--- config.mk ---
export PLATFORM = sky130hd
export DESIGN_NAME = therm_ramp_enc
export DESIGN_NICKNAME = d
export VERILOG_FILES = /design/src/rtl/therm_ramp_enc.sv
export SDC_FILE = /design/constraint.sdc
export NUM_CORES = 1
export LEC_CHECK = 0
export BUFFER_PORTS_ARGS = -buffer_cell sky130_fd_sc_hd__clkbuf_2
export CORE_ASPECT_RATIO = 1.1
export CORE_MARGIN = 3
export CORE_UTILIZATION = 55
export DETAILED_ROUTE_END_ITERATION = 8
export MAX_ROUTING_LAYER = met4
export PLACE_DENSITY = 0.79
export SYNTH_ARGS = -nofsm -noshare
export SYNTH_HDL_FRONTEND = slang
export SYNTH_SLANG_ARGS = --single-unit
--- constraint.sdc ---
create_clock -name clk -period 5.5 [get_ports clk]
set_input_delay 0.825 -clock clk [delete_from_list [all_inputs] [get_ports clk]]
set_output_delay 0.825 -clock clk [all_outputs]
set_load 0.1 [all_outputs]
--- src/rtl/therm_ramp_enc.sv ---
// rtl/therm_ramp_enc.sv - slew-limited binary-to-thermometer encoder
// Steps a registered thermometer level toward a saturating adder target.
module therm_ramp_enc #(
  parameter int WIDTH    = 4,
  parameter int MAX_STEP = 1
) (
  input  logic                  clk,
  input  logic                  rstn,
  input  logic                  in_valid,
  output logic                  in_ready,
  input  logic [WIDTH-1:0]      in_sum,
  input  logic                  in_carry,
  output logic [2**WIDTH-2:0]   therm,
  output logic [WIDTH-1:0]      level,
  output logic                  busy,
  output logic                  settled
);
  localparam int TW = 2**WIDTH - 1;
  localparam logic [WIDTH:0] STEP = (WIDTH+1)'(MAX_STEP);

  typedef enum logic {IDLE, RAMP} state_t;

  state_t           state;
  logic [WIDTH-1:0] tgt_q;
  logic [WIDTH-1:0] target;
  logic [WIDTH:0]   lvl_x;
  logic [WIDTH:0]   tgt_x;
  logic [WIDTH:0]   diff;
  logic [WIDTH:0]   step;
  logic [WIDTH:0]   lvl_n;
  logic [TW-1:0]    therm_n;

  // Arithmetic is one bit wider than the level so the step never wraps.
  always_comb begin
    target  = in_carry ? '1 : in_sum;
    lvl_x   = {1'b0, level};
    tgt_x   = {1'b0, tgt_q};
    diff    = (tgt_x > lvl_x) ? (tgt_x - lvl_x) : (lvl_x - tgt_x);
    step    = (diff < STEP) ? diff : STEP;
    lvl_n   = (tgt_x > lvl_x) ? (lvl_x + step) : (lvl_x - step);
    therm_n = '0;
    for (int i = 0; i < TW; i++) begin
      therm_n[i] = (lvl_n > (WIDTH+1)'(i));
    end
  end

  assign in_ready = (state == IDLE);
  assign busy     = (state == RAMP);

  always_ff @(posedge clk or negedge rstn) begin
    if (!rstn) begin
      state   <= IDLE;
      tgt_q   <= '0;
      level   <= '0;
      therm   <= '0;
      settled <= 1'b0;
    end else begin
      settled <= 1'b0;
      case (state)
        IDLE: begin
          if (in_valid) begin
            tgt_q <= target;
            if (target != level) begin
              state <= RAMP;
            end else begin
              settled <= 1'b1;
            end
          end
        end
        RAMP: begin
          level <= lvl_n[WIDTH-1:0];
          therm <= therm_n;
          if (lvl_n == tgt_x) begin
            state   <= IDLE;
            settled <= 1'b1;
          end
        end
        default: state <= IDLE;
      endcase
    end
  end

endmodule
## After elaboration in Yosys (flattened, before gate mapping)

Cells that the tools add are included.

- Bits in registers: 25
- Output and inout port bits: 22
- Logic and storage cells: 42

- $add $sub $neg: 4
- Magnitude comparators: 17
- Eq/ne operators: 2
- Mux-type cells: 12
- Bitwise operators: 1
- Reduce and logical (&&, ||, !) cells: 1

Operator list:

| cell | number |
|---|---|
| > comparator 5 x 4 -> 1 bit, second input constant | 7 |
| > comparator 5 x 3 -> 1 bit, second input constant | 4 |
| two-way mux 5 bit | 3 |
| > comparator 5 x 1 -> 1 bit, second input constant | 2 |
| > comparator 5 x 2 -> 1 bit, second input constant | 2 |
| subtractor 4 x 4 -> 5 bit | 2 |
| two-way mux 1 bit | 6 |
| adder 4 x 5 -> 5 bit | 1 |
| == test 5 x 4 -> 1 bit | 1 |
| < comparator 5 x 1 -> 1 bit, second input constant | 1 |
| subtractor 4 x 5 -> 5 bit | 1 |
| > comparator 4 bit | 1 |
| two-way mux 4 bit | 1 |
| != test 4 bit | 1 |
| one-hot mux 1 bit (2 select lines) | 2 |
| AND reduction 2 bit | 1 |
| NOT 1 bit | 1 |

## Depth between registers and ports, before layout

- Depth after elaboration: 9
- Depth in mapped cells: 19

## Least setup slack after synthesis

No wires, ideal clock.

- Path kind: reg2reg
- Start: register level[1]
- End: register therm[10]
- Data arrival time: 4.548 ns
- Required time: 5.376 ns
- Path slack: 0.827 ns
- Cell stages (with the launch flop): 19
- Buffers on the path: 1
- Period minus slack after synthesis: 4.673 ns
- Path through: dfrtp_1 > inv_1 > ha_1 > nor2b_1 > o21a_1 > or4b_1 > a211oi_2 > o21a_1 > ha_1 > nor2_1 > o211a_1 > inv_1 > ha_1 > nor2b_1 > o21a_1 > or3_4 > mux2i_4 > buf_6 > a21oi_1

- Longest elaborated chain between the ends: 7

RTL lines:

| item | RTL line | source |
|---|---|---|
| start: declaration | 14 | `output logic [WIDTH-1:0] level,` |
| start signal: assignment | 71 | `level <= lvl_n[WIDTH-1:0];` |
| subtractor 4 x 4 -> 5 bit or > comparator 4 bit (tied branches) | 38, 40 |  |
| two-way mux 5 bit | 38 | `diff = (tgt_x > lvl_x) ? (tgt_x - lvl_x) : (lvl_x - tgt_x);` |
| < comparator 5 x 1 -> 1 bit | 39 | `step = (diff < STEP) ? diff : STEP;` |
| two-way mux 5 bit | 39 |  |
| subtractor 4 x 5 -> 5 bit or adder 4 x 5 -> 5 bit (tied branches) | 40 | `lvl_n = (tgt_x > lvl_x) ? (lvl_x + step) : (lvl_x - step);` |
| two-way mux 5 bit * | 40 |  |
| > comparator 5 x 4 -> 1 bit * | 43 | `therm_n[i] = (lvl_n > (WIDTH+1)'(i));` |
| end signal: assignment | 72 | `therm <= therm_n;` |
| end: declaration | 13 | `output logic [2**WIDTH-2:0] therm,` |

Every way passes the cells marked *; elsewhere a longest branch is shown, timed or not.
A chain may end at the register's enable or synchronous reset.

## Worst setup path in the final report

- Start: register level[1]
- End: register state, in the netlist busy

- Longest elaborated chain between the ends: 9

RTL lines:

| item | RTL line | source |
|---|---|---|
| subtractor 4 x 4 -> 5 bit or > comparator 4 bit (tied branches) | 38, 40 |  |
| two-way mux 5 bit | 38 |  |
| < comparator 5 x 1 -> 1 bit | 39 |  |
| two-way mux 5 bit | 39 |  |
| subtractor 4 x 5 -> 5 bit or adder 4 x 5 -> 5 bit (tied branches) | 40 |  |
| two-way mux 5 bit | 40 |  |
| == test 5 x 4 -> 1 bit | 73 | `if (lvl_n == tgt_x) begin` |
| two-way mux 1 bit | 73 |  |
| one-hot mux 1 bit (2 select lines) * | 59 | `case (state)` |
| end signal: assignment | 64 | `state <= RAMP;` |
| end signal: assignment | 74 | `state <= IDLE;` |
| end signal: assignment | 78 | `default: state <= IDLE;` |
| end: declaration | 23 | `state_t state;` |

Marks and branches as above.

==> reports/metrics.cfg <==
[drt]
route.vias.total = 1406
postRouteAntennaNets = 0
wl_mm = 3.73
avgViaCountPerCell = 5.74
drt-initial-drc-count = 69
dr.pass1.iters = 4
drc = 0
wl_per_cell_um = 15.2

[critical_path]
worstReg2RegStart = level[1]$_DFFE_PN0P_
critical_path_class = flop to flop
path_max_fanout = 17
crit_required_ps = 5690
reg2reg_to = busy$_DFF_PN0_
rr_worst_depth = 17
crit_arrival_ps = 4460
r2r_setup_slack_ps = 1230
startpoint_type = flop
crit_start = level[1]$_DFFE_PN0P_
cp-end-kind = flop
crit_end = busy$_DFF_PN0_

[logic_synthesis]
yosysWarnings = 0
synth_top_area_share_pct = 36.5
synth_edf_count = 0
synth-seq-cells = 25
synth.cell_area_um2 = 1710
postSynthAreaPerCell_um2 = 9.16
yosys.area.top_type = dfrtp_1
ys.flop_type = dfrtp_1
synthArstFlopShare_pct = 100
yosysUniqueCellTypes = 46
postSynthNetCount = 211
netlist_instances = 187
synth_area_leaders = dfrtp_1 (37%), ha_1 (9.5%), a21oi_1 (6.7%), nor2_1 (6.4%), fa_1 (3.5%)
seq_area_frac_synth_pct = 36.5

[clocking]
insertion_delay_ps = 320
cts.repair.resized = 0
hold_buffers = 0
clock_tree.root_cell = clkbuf_4
post_cts_buffers = 0
cts_buffer_depth = 2
cts_max_level = 1
clk_pin_slew_ps = 130
cts.sinks = 25
cts_tree = done
cts_buffers = 3

[cells_and_area]
final_cell_mix = nor2_1 (29), clkbuf_2 (29), dfrtp_1 (25)
syn_to_final_growth_pct = 8.25
fin_nets = 237
drive_gt1_share_pct = 20.3
antenna_cells = 0
layoutNonFillerInstCount = 245

[global_routing]
overflow = 0
grt_util_met1_pct = 27.1
grt_pass1_wl_mm = 6.40
grt_pass1_vias = 1405
use_met2_pct = 36.2
grt_use_met3_pct = 3.78
antenna_found_initial = 0
grt_max_degree = 27
grt_usage_pct = 22.4
busiest_layer = met2

[sta]
fmax_mhz = 234
relSlewSlack_pct = 47.4
fin_skew_ps = 9.40
hold_viol = 0
final.setup.tns_ps = 0
grt_setup_unrepaired = false
tightest_slew_ps = 789
min_period_ps = 4270
setup_viol = 0
finalCritPeriodShare_pct = 77.6
slew_violations = 0

[place]
hpwl_mm = 2.81
portBuffers = 29
place_congestion = 0.958
dp_cells = 241

[job]
drv_cap = 0

[die]
core_um2 = 2880
fp.dieArea_um2 = 3820
die_h_um = 64.5
start_util_pct = 59.5
io_pins = 30
rows = 20
chipWidth_um = 59.2

[outcome]
status = finished, final reports clean

[hold_path]
hold_path_class = primary input to asynchronous set/reset pin

[through the flow]
stage	utilization [%]	hold WS, ps	area [um^2]	worst slack, ps
after floorplan	-	515	1710	827
after global placement	63.5	506	1830	1440
after detailed placement	63.5	517	1830	1270
after CTS	64.4	493	1850	1240
after global routing	64.4	512	1850	908
final	64.4	477	1850	1230
[cell usage after synthesis, drive strengths merged, types with 2 or more instances]
cell and n:
o21ai 8, xnor2 4, nor2b 2, o21a 4
fa 3, buf 5, inv 13, ha 13
nand2 14, xor2 5, mux2i 2, nor2 29
a31oi 2, or3 2, dfrtp 25, nor3 7
a21oi 25, clkbuf 3, nand3 3
[worst min path at each step]
stage,slack (ps),to,depth (start not counted),from
2_1_floorplan,520,tgt_q[2]$_DFFE_PN0P_,2,tgt_q[2]$_DFFE_PN0P_
3_3_place_gp,510,therm[2]$_DFFE_PN0P_,2,therm[2]$_DFFE_PN0P_
3_5_place_dp,520,therm[7]$_DFFE_PN0P_,2,therm[7]$_DFFE_PN0P_
4_1_cts,490,therm[13]$_DFFE_PN0P_,1,rstn
5_1_grt,510,therm[5]$_DFFE_PN0P_,1,rstn
6_report,480,therm[13]$_DFFE_PN0P_,1,rstn
[critical path: stages, from the launching register on]
cell and delay (ps):
dfrtp_1 470, inv_1 190, ha_1 380, nor2b_1 150, o21a_1 180, or4b_1 490
a211oi_2 240, o21a_1 140, ha_1 130, nor2_1 40, o211a_1 140, inv_1 70
ha_1 270, nor2b_1 160, o21a_1 170, or3_4 330, mux2i_4 430, a31oi_1 150
[registers in the layout, summed over array words and instances, names as in the netlist]
signal / flops
busy: 1
therm: 15
tgt_q: 4
settled: 1
level: 4
[metal layers]
layer / part of all wire (%) / up-vias
met4: 2.7 / 0
met3: 3.3 / 9
li1: - / 681
met5: 0 / -
met2: 51 / 38
met1: 43 / 678
[final cells by class]
type,instances,area [um^2]
fillers,248,1020
well taps,33,41.3
clock buffers,4,26.3
inverters,13,48.8
repair buffers,29,145
multi-input cells,141,967
flip-flops and latches,25,626
[kinds of logic (layout without fill, tap and decap cells)]
family,count (synthesis),after routing,share of synthesized area [%]
and+or+nand+nor,66,66,18.4
xor gates and xnor gates,9,9,5.48
adders and majority gates,16,16,13.0
buffers and inverters,21,46,7.01
DFF,25,25,36.5
muxes,2,2,1.90
other,1,1,0.219
AOI/OAI and AO/OA,47,47,17.5
Power is left out: the tool's default activity adds up to more than one toggle a clock period on the data nets, which glitch-free logic cannot reach.
